**src/rtl/dram_arbiter.sv**
```systemverilog
// dram_arbiter: two-requester round-robin arbiter in front of a single-port synchronous memory.
// Latency: write ack two cycles after the request is seen in IDLE, read ack three cycles.
// Backpressure: a requester holds req until its ack; the loser waits, nothing is dropped.
module dram_arbiter #(
  parameter int DEPTH = 8
) (
  input  logic        clock,
  input  logic        reset,
  input  logic        req0,
  input  logic        we0,
  input  logic [15:0] addr0,
  input  logic [7:0]  wdata0,
  input  logic        req1,
  input  logic        we1,
  input  logic [15:0] addr1,
  input  logic [7:0]  wdata1,
  output logic        gnt0,
  output logic        gnt1,
  output logic        ack0,
  output logic        ack1,
  output logic [7:0]  rdata,
  output logic        err,
  output logic [15:0] mem_address,
  output logic [7:0]  mem_data,
  output logic        mem_wren,
  input  logic [7:0]  mem_q
);

  typedef enum logic [1:0] {
    IDLE  = 2'd0,
    ISSUE = 2'd1,
    READ  = 2'd2,
    DONE  = 2'd3
  } state_t;

  state_t state;
  state_t nxt_state;

  // Latched transaction; the latched address and write data live directly
  // in mem_address / mem_data since those must hold them anyway.
  logic owner;
  logic lat_we;
  logic lat_oor;
  logic last;

  logic        start;
  logic        win;
  logic        sel_we;
  logic        sel_oor;
  logic [15:0] sel_addr;
  logic [7:0]  sel_wdata;
  logic        nxt_owner;
  logic        nxt_we;
  logic        nxt_oor;
  logic        busy;

  assign sel_we    = win ? we1 : we0;
  assign sel_addr  = win ? addr1 : addr0;
  assign sel_wdata = win ? wdata1 : wdata0;
  assign sel_oor   = (sel_addr >= 16'(DEPTH));

  // Outputs are registered from the upcoming state, so a fresh winner's
  // attributes are used on the edge that enters ISSUE.
  assign nxt_owner = start ? win : owner;
  assign nxt_we    = start ? sel_we : lat_we;
  assign nxt_oor   = start ? sel_oor : lat_oor;
  assign busy      = (nxt_state != IDLE);

  // State register; reset forces IDLE immediately
  always_ff @(posedge clock or posedge reset) begin
    if (reset) begin
      state <= IDLE;
    end else begin
      state <= nxt_state;
    end
  end

  // Next-state logic and round-robin choice of the winner in IDLE
  always_comb begin
    nxt_state = state;
    start     = 1'b0;
    win       = 1'b0;
    case (state)
      IDLE: begin
        if (req0 || req1) begin
          start     = 1'b1;
          nxt_state = ISSUE;
          // Contention goes to whoever was not served last; a lone
          // requester wins regardless of history.
          win       = (req0 && req1) ? ~last : req1;
        end
      end
      ISSUE:   nxt_state = lat_we ? DONE : READ;
      READ:    nxt_state = DONE;
      DONE:    nxt_state = IDLE;
      default: nxt_state = IDLE;
    endcase
  end

  // Latch the winning request and register every output
  always_ff @(posedge clock or posedge reset) begin
    if (reset) begin
      owner       <= 1'b0;
      lat_we      <= 1'b0;
      lat_oor     <= 1'b0;
      last        <= 1'b1;
      gnt0        <= 1'b0;
      gnt1        <= 1'b0;
      ack0        <= 1'b0;
      ack1        <= 1'b0;
      err         <= 1'b0;
      mem_wren    <= 1'b0;
      rdata       <= 8'h00;
      mem_address <= 16'h0000;
      mem_data    <= 8'h00;
    end else begin
      if (start) begin
        owner       <= win;
        lat_we      <= sel_we;
        lat_oor     <= sel_oor;
        mem_address <= sel_addr;
        mem_data    <= sel_wdata;
      end
      gnt0     <= busy && !nxt_owner;
      gnt1     <= busy && nxt_owner;
      ack0     <= (nxt_state == DONE) && !nxt_owner;
      ack1     <= (nxt_state == DONE) && nxt_owner;
      err      <= (nxt_state == DONE) && nxt_oor;
      // Out-of-range writes never reach the memory
      mem_wren <= (nxt_state == ISSUE) && nxt_we && !nxt_oor;
      // mem_q reflects the address presented during ISSUE
      if (state == READ) begin
        rdata <= lat_oor ? 8'h00 : mem_q;
      end
      if (state == DONE) begin
        last <= owner;
      end
    end
  end

endmodule

```
**config.mk**
```make
export PLATFORM = sky130hd
export DESIGN_NAME = dram_arbiter
export DESIGN_NICKNAME = d
export VERILOG_FILES = /design/src/rtl/dram_arbiter.sv
export SDC_FILE = /design/constraint.sdc
export NUM_CORES = 1
export LEC_CHECK = 0
export ABC_AREA = 1
export BUFFER_PORTS_ARGS = -buffer_cell sky130_fd_sc_hd__clkbuf_2
export CAP_MARGIN = 25
export CORE_MARGIN = 4
export CORE_UTILIZATION = 47
export CTS_BUF_LIST = sky130_fd_sc_hd__clkbuf_8
export DETAILED_ROUTE_END_ITERATION = 12
export PLACE_DENSITY = 0.8
export SLEW_MARGIN = 25
export SYNTH_ARGS = -nofsm -noshare
export SYNTH_HDL_FRONTEND = slang
export SYNTH_SLANG_ARGS = --single-unit
```
**constraint.sdc**
```tcl
create_clock -name clock -period 1.95 [get_ports clock]
set_input_delay 0.2925 -clock clock [delete_from_list [all_inputs] [get_ports clock]]
set_output_delay 0.2925 -clock clock [all_outputs]
set_load 0.1 [all_outputs]
```
==> results.sh, run 1 <==
export IMPL_status="finished, final reports clean"
export IMPL_crit_type="reg -> reg"
export IMPL_worst_pin_slew_ns=0.556
export IMPL_viasPerCell=5.01
export IMPL_rsz0062_at_grt="false"
export IMPL_synth_seq_area_share_pct=54.1
export IMPL_finalCritPeriodShare_pct=90.6
export IMPL_cp_arrival_ns=1.95
export IMPL_finalClockSkew_ns=0.0105
export IMPL_cts_root_buf="clkbuf_8"
export IMPL_critical_path_max_stage_delay_ns=0.41
export IMPL_hold_violations=0
export IMPL_htreeDepth=2
export IMPL_nets=415
export IMPL_clk_latency_ns=0.29
export IMPL_area_growth_pct=34.9
export IMPL_final_cells=399
export IMPL_cts_buffers=5
export IMPL_yosys_warnings=0
export IMPL_cap_violations=0
export IMPL_portBuffers=99
export IMPL_ys_types=23
export IMPL_gp_congestion=0.944
export IMPL_finalSetupViolations=0
export IMPL_endpoint_kind="flop"
export IMPL_syn_cell_area_um2=2040
export IMPL_drtPass1Iterations=4
export IMPL_r2r_cells=13
export IMPL_dp_cells=390
export IMPL_grt_max_degree=35
export IMPL_cts_setup_buffers=0
export IMPL_cts_max_path_buffers=2
export IMPL_die_y_um=73.9
export IMPL_final_cell_mix="clkbuf_2, nand2_1, dfrtp_1"
export IMPL_antenna_found_initial=0
export IMPL_drc=0
export IMPL_grt_pass1_vias=1964
export IMPL_holdWs_ns=0.212
export IMPL_critPathRequiredTime_ns=2.14
export IMPL_wirelength_um=5330
export IMPL_maxSlewViolCount=0
export IMPL_grt_pass1_wl_um=8650
export IMPL_period_needed_ns=1.77
export IMPL_ys_ff_latch=44
export IMPL_fp_row_count=23
export IMPL_cp_cell_sequence="inv_1 -> ha_2 -> nand2_2 -> inv_4 -> nand2_8 -> nand2_1 -> nand2_1 -> nor2_1 -> nand2_1 -> nor2_1 -> nand2_1 -> nand2_1 -> inv_1"
export IMPL_final_core_util_pct=67.3
export IMPL_setup_tns_final_ns=0
export IMPL_top_level_ports=100
export IMPL_cts_sinks=44
export IMPL_nFillCells=334
export IMPL_slew_headroom_pct=63.1
export IMPL_cts_tree="done"
export IMPL_hp_class="in -> reg"
export IMPL_antenna_left=0
export IMPL_syn_area_per_cell_um2=8.35
export IMPL_syn_num_nets=311
export IMPL_critPathMostFrequentCell="nand2_1"
export IMPL_clk_pin_slew_ns=0.09
export IMPL_slowest_stage="dfrtp_1"
export IMPL_grtUsageTotal_pct=20.7
export IMPL_syn_inst=244
export IMPL_coreArea_um2=4090
export IMPL_drtIter0Drc=156
export IMPL_fp_dieArea_um2=5450
export IMPL_startpoint_type="flop"
export IMPL_layout_commonest_cell="clkbuf_2"
export IMPL_hold_depth=3
export IMPL_hpwl_um=4310
export IMPL_rrSetupSlack_ns=0.18
export IMPL_grt_overflow=0
export IMPL_vias=1999
export IMPL_die_width_um=73.9
export IMPL_drive_gt1_share_pct=35.2
export IMPL_wire_per_inst_um=13.4
export IMPL_fmax_mhz=566
export IMPL_antenna_cells=0
export IMPL_path_max_fanout=15
export IMPL_start_util_pct=49.9
-- timing repair --
action / 4_1_cts / 5_1_grt
endpoints found under the hold margin: 10 / 0
hold buffers: 1 / 0
setup endpoints to repair: 0 / 3
gates resized for setup: 0 / 3
-- layout make-up --
| type | instances | area [µm²] | area share (%) |
|---|---|---|---|
| Inverter | 15 | 58.8 | 2.14 |
| Tap cell | 50 | 62.6 | 2.27 |
| Multi-Input combinational cell | 175 | 835 | 30.3 |
| Timing Repair Buffer | 107 | 571 | 20.7 |
| Clock buffer | 6 | 82.6 | 3.00 |
| Sequential cell | 44 | 1100 | 40.1 |
| Clock inverter | 2 | 38.8 | 1.41 |
-- worst paths after layout --
kind,startpoint,endpoint
min in group asynchronous,reset,mem_address[8]$_DFFE_PP0P_
hold reg to reg,rdata[6]$_DFFE_PP0N_,rdata[6]$_DFFE_PP0N_
max in group asynchronous,reset,last$_DFFE_PP1N_
setup reg to reg,state[1]$_DFF_PP0_,flop
setup / recovery,state[1]$_DFF_PP0_,flop
hold / removal,wdata1[3],mem_data[3]$_DFFE_PP0P_
-- state kept, by name, summed over array words and instances, names as in the netlist, named ones only --
register / cells
last: 1
err: 1
ack1: 1
mem_address: 16
lat_we: 1
mem_wren: 1
mem_data: 8
ack0: 1
gnt0: 1
owner: 1
gnt1: 1
state: 2
rdata: 8
-- cell usage after synthesis (all sizes together) --
cell type,number,area [µm²]
mux2,1,11.3
ha,5,62.6
o21a,1,7.51
buf,7,42.5
dfstp,1,26.3
inv,15,58.8
a31oi,12,75.1
nand3,20,100
nor2,38,150
clkbuf,3,11.3
a21oi,26,130
a211o,1,8.76
dfrtp,43,1080
o21ai,1,5.00
nand2,70,273
-- per-layer routing --
| layer | part of all wire (%) | track usage, % | vias to the layer above |
|---|---|---|---|
| met3 | 6.1 | 5.88 | 13 |
| met5 | 0 | 0 | - |
| met1 | 41 | 25.6 | 922 |
| li1 | - | - | 1002 |
| met4 | 1.5 | 7.04 | 0 |
| met2 | 51 | 34.6 | 62 |
-- critical path, delay by kind of cell (launching register included) --
kind	cells	cell delay, ns
adders and majority gates	1	0.19
buffers and inverters	3	0.28
DFF	1	0.41
and+or+nand+nor	9	0.78
-- per-stage QoR --
| step | setup slack [ns] | instance area (µm²) |
|---|---|---|
| floorplan | 0.301 | 2040 |
| global placement | 0.202 | 2610 |
| detailed placement | 0.147 | 2610 |
| CTS | 0.141 | 2740 |
| global route | 0.00628 | 2750 |
| finish | 0.183 | 2750 |
-- cells by family (layout without fill, tap and decap cells) --
group,count (synthesis),in the layout,synth area share [%]
adder cells (fa/ha/maj),5,5,3.07
AND/OR/NAND/NOR,128,128,25.7
flip-flops,44,44,54.1
AO/OA/AOI/OAI,41,41,11.1
buffers and inverters,25,130,5.52
multiplexers,1,1,0.552
Power of run 1 is left out: the tool's default activity adds up to more than one toggle a clock period on the data nets, which glitch-free logic cannot reach.
==> run 2: changes to the inputs <==
- CORE_ASPECT_RATIO: not set -> 0.5
==> run 2 against run 1 <==
  * Routed wire length rose by 2.5%
  * Sequential cell count unchanged
  * Via count is 1.5% higher
  * Worst hold slack worse by 0.19 ns
  * Critical path type unchanged
==> results.sh, run 2 (same netlist as run 1, synthesis figures left out) <==
export IMPL_final_core_util_pct=68.0
export IMPL_r2r_start="last$_DFFE_PP1N_"
export IMPL_clk_latency_ns=0.29
export IMPL_top_level_ports=100
export IMPL_portBuffers=99
export IMPL_critPathRequiredTime_ns=2.14
export IMPL_antenna_left=0
export IMPL_cts_root_buf="clkbuf_8"
export IMPL_die_width_um=101
export IMPL_slowest_stage="dfstp_2"
export IMPL_placedInstanceArea_um2=2620
export IMPL_drive_gt1_share_pct=35.7
export IMPL_grt_pass1_wl_um=8450
export IMPL_grtUsageTotal_pct=19.9
export IMPL_antenna_found_initial=0
export IMPL_seqCellArea_um2=1100
export IMPL_final_cell_mix="clkbuf_2, nand2_1, dfrtp_1"
export IMPL_final_cells=404
export IMPL_drtIter0Drc=91
export IMPL_status="finished, final reports clean"
export IMPL_clk_pin_slew_ns=0.08
export IMPL_setup_tns_final_ns=0
export IMPL_wirelength_um=5470
export IMPL_hp_class="in -> async"
export IMPL_r2r_cells=11
export IMPL_cts_buffers=5
export IMPL_area_growth_pct=35.0
export IMPL_grt_overflow=0
export IMPL_drtPass1Iterations=4
export IMPL_rsz0062_at_grt="false"
export IMPL_endpoint_kind="flop"
export IMPL_htreeDepth=2
export IMPL_start_util_pct=50.4
export IMPL_finalCritPeriodShare_pct=90.6
export IMPL_dp_cells=395
export IMPL_reg_largest_list="mem_address x16, mem_data x8, rdata x8"
export IMPL_startpoint_type="flop"
export IMPL_path_max_fanout=11
export IMPL_cts_sinks=44
export IMPL_critPathMostFrequentCell="nand2_1"
export IMPL_max_flop_register="mem_address"
export IMPL_largest_register_ffs=16
export IMPL_vias=2028
export IMPL_finalClockSkew_ns=0.00312
export IMPL_nets=416
export IMPL_r2r_end="err$_DFF_PP0_"
export IMPL_nFillCells=340
export IMPL_fmax_mhz=566
export IMPL_hold_violations=0
export IMPL_grt_max_degree=25
export IMPL_finalSetupViolations=0
export IMPL_rrSetupSlack_ns=0.18
export IMPL_fp_row_count=16
export IMPL_hpwl_um=4260
export IMPL_antenna_cells=0
export IMPL_cp_cell_sequence="nand2_1 -> inv_2 -> nor2_4 -> nand2_1 -> nand2_1 -> nor2_1 -> nand2_1 -> nor2_1 -> nand2_1 -> nand2_1 -> nor2_1"
export IMPL_crit_type="reg -> reg"
export IMPL_multi_input_area_um2=837
export IMPL_maxSlewViolCount=0
export IMPL_fp_dieArea_um2=5520
export IMPL_worst_pin_slew_ns=0.784
export IMPL_critical_path_max_stage_delay_ns=0.54
export IMPL_cp_arrival_ns=1.95
export IMPL_die_y_um=54.6
export IMPL_viasPerCell=5.02
export IMPL_wire_per_inst_um=13.5
export IMPL_slew_headroom_pct=47.4
export IMPL_cts_max_path_buffers=2
export IMPL_period_needed_ns=1.77
export IMPL_coreArea_um2=4040
export IMPL_final_area_um2=2750
export IMPL_cap_violations=0
export IMPL_grt_pass1_vias=1863
export IMPL_drc=0
export IMPL_layout_commonest_cell="clkbuf_2"
export IMPL_gp_congestion=0.867
export IMPL_cts_tree="done"
-- run 2: worst max-delay path by stage --
stage,from,endpoint,depth (start not counted)
after floorplan,state[0]$_DFF_PP0_,err$_DFF_PP0_,14
after global placement,state[0]$_DFF_PP0_,err$_DFF_PP0_,13
after detailed placement,state[0]$_DFF_PP0_,err$_DFF_PP0_,13
after CTS,state[0]$_DFF_PP0_,err$_DFF_PP0_,13
after global routing,state[1]$_DFF_PP0_,err$_DFF_PP0_,13
final,last$_DFFE_PP1N_,err$_DFF_PP0_,11
-- run 2: what timing repair did --
item | in CTS | in global routing
hold buffers | 0 | 0
gates resized for setup | 0 | 6
buffers inserted | 0 | 1
endpoints found under the setup margin | 0 | 3
-- run 2: metrics by stage --
step           setup WS [ns]  hold WS (ns)
5_1_grt              0.00554        0.0781
3_3_place_gp           0.213         0.346
3_5_place_dp           0.143         0.358
4_1_cts                0.116        0.0367
2_1_floorplan          0.301         0.433
6_report               0.184        0.0222
-- run 2: critical path: cells and delay by family, from the launching register on --
kind	cells	cell delay [ns]
AND/OR/NAND/NOR	10	0.97
buffers and inverters	1	0.16
flip-flops	1	0.54
-- run 2: area by class of cell --
cell class,instances,area share (%)
repair buffers,108,20.9
inverters,15,2.23
well taps,54,2.46
multi-input cells,175,30.4
clock buffers,5,2.50
flip-flops and latches,44,40.1
clock inverters,3,1.41
-- run 2: per-layer routing --
metal | routed length [µm] | GRT usage (%) | up-vias
met4 | 46 | 5.30 | 0
li1 | - | - | 1003
met1 | 2270 | 25.7 | 957
met5 | 0 | 0 | -
met3 | 304 | 4.20 | 7
met2 | 2850 | 34.8 | 61
Power of run 2 is left out for the same reason.
==> run 3: changes to the inputs <==
- REMOVE_ABC_BUFFERS: not set -> 1
==> run 3 against run 2 <==
  * Non-clock buffer count shrank 1
  * Via count grew 0.69%
  * Clock skew grew 0.0074 ns
  * Core utilization is essentially flat
  * Die area is the same
  * Highest routed layer unchanged
  * Worst hold slack gained 0.080 ns
  * Design area is essentially flat
  * Maximum frequency is essentially flat
  * Sequential share of layout area is essentially flat
==> results.sh, run 3 (same netlist as run 1, synthesis figures left out) <==
export IMPL_start_util_pct=50.4
export IMPL_clk_latency_ns=0.30
export IMPL_cts_buffers=5
export IMPL_gp_congestion=0.804
export IMPL_crit_type="reg -> reg"
export IMPL_antenna_found_initial=0
export IMPL_final_cell_mix="clkbuf_2, nand2_1, dfrtp_1"
export IMPL_r2r_start="state[0]$_DFF_PP0_"
export IMPL_worst_pin_slew_ns=0.550
export IMPL_viasPerCell=5.04
export IMPL_drtPass1Iterations=5
export IMPL_grt_max_degree=45
export IMPL_grt_pass1_vias=1887
export IMPL_wirelength_um=5550
export IMPL_wire_per_inst_um=13.7
export IMPL_grt_pass1_wl_um=8420
export IMPL_cts_max_path_buffers=2
export IMPL_cts_tree="done"
export IMPL_cts_sinks=44
export IMPL_area_growth_pct=35.1
export IMPL_clk_pin_slew_ns=0.09
export IMPL_finalCritPeriodShare_pct=90.6
export IMPL_htreeDepth=2
export IMPL_coreArea_um2=4040
export IMPL_cp_arrival_ns=1.96
export IMPL_maxSlewViolCount=0
export IMPL_nets=417
export IMPL_placedInstanceArea_um2=2590
export IMPL_cts_root_buf="clkbuf_8"
export IMPL_endpoint_kind="flop"
export IMPL_drive_gt1_share_pct=36.5
export IMPL_cap_violations=0
export IMPL_critPathRequiredTime_ns=2.14
export IMPL_grt_overflow=0
export IMPL_finalSetupViolations=0
export IMPL_grtUsageTotal_pct=19.8
export IMPL_top_level_ports=100
export IMPL_path_max_fanout=13
export IMPL_fp_dieArea_um2=5520
export IMPL_rsz0062_at_grt="false"
export IMPL_portBuffers=99
export IMPL_antenna_left=0
export IMPL_nFillCells=334
export IMPL_fp_row_count=16
export IMPL_vias=2042
export IMPL_startpoint_type="flop"
export IMPL_hold_violations=0
export IMPL_layout_commonest_cell="clkbuf_2"
export IMPL_die_width_um=101
export IMPL_setup_tns_final_ns=0
export IMPL_reg_largest_list="mem_address x16, mem_data x8, rdata x8"
export IMPL_final_cells=405
export IMPL_antenna_cells=0
export IMPL_status="finished, final reports clean"
export IMPL_max_flop_register="mem_address"
export IMPL_final_area_um2=2750
export IMPL_cts_hold_buf=0
export IMPL_fmax_mhz=566
export IMPL_drc=0
export IMPL_die_y_um=54.6
export IMPL_hp_class="in -> async"
export IMPL_dp_cells=393
export IMPL_hpwl_um=4160
export IMPL_finalClockSkew_ns=0.0105
export IMPL_slew_headroom_pct=63.4
export IMPL_drtIter0Drc=104
export IMPL_period_needed_ns=1.77
export IMPL_startpoint="state[0]$_DFF_PP0_"
export IMPL_largest_register_ffs=16
export IMPL_r2r_cells=13
## run 3: what timing repair did
action	4_1_cts	5_1_grt
endpoints found under the setup margin	0	3
setup buffers	0	2
resized for setup	0	8
## run 3: worst paths after layout
path                                                 to  slack [ns]
worst max-delay path                      err$_DFF_PP0_        0.18
worst min-delay path                 mem_wren$_DFF_PP0_        0.10
worst max register to register            err$_DFF_PP0_        0.18
worst min register to register     rdata[6]$_DFFE_PP0N_        0.49
max in group asynchronous              last$_DFFE_PP1N_        1.47
min in group clock              mem_data[2]$_DFFE_PP0P_        0.21
## run 3: layout make-up
type,instances,area (µm²),share of cell area [%]
inverter,15,61.3,2.23
multi-input combinational,176,853,31.0
clock inverter,3,38.8,1.41
timing repair buffer,107,556,20.2
tap,54,67.6,2.45
clock buffer,5,68.8,2.50
timing repair inverter,1,5.00,0.182
sequential,44,1100,40.0
## run 3: metal layers
metal / wire, µm / vias to the layer above / global-route usage [%]
met5: 0 / - / 0
met3: 398 / 10 / 5.09
met1: 2330 / 958 / 25.2
met4: 76 / 0 / 5.52
li1: - / 1004 / -
met2: 2740 / 70 / 34.2
## run 3: critical path, cell delays in order (launching register included)
cell and delay [ns]:
dfrtp_1 0.41, inv_2 0.10, ha_2 0.21, nand2_4 0.08
clkinv_4 0.11, nand2_8 0.09, nand2_1 0.10, nand2_1 0.06
nor2_1 0.10, nand2_1 0.06, nor2_1 0.13, nand2_1 0.10
nand2_1 0.08, nor2_1 0.04
## run 3: stage by stage
| step | utilization [%] | hold WS (ns) | worst slack [ns] |
|---|---|---|---|
| floorplan | - | 0.433 | -0.188 |
| global placement | 64.1 | 0.434 | 0.123 |
| detailed placement | 64.1 | 0.448 | 0.0214 |
| CTS | 66.8 | 0.120 | 0.0173 |
| global route | 68.1 | 0.169 | 0.0261 |
| finish | 68.1 | 0.102 | 0.183 |
Power of run 3 is left out for the same reason.
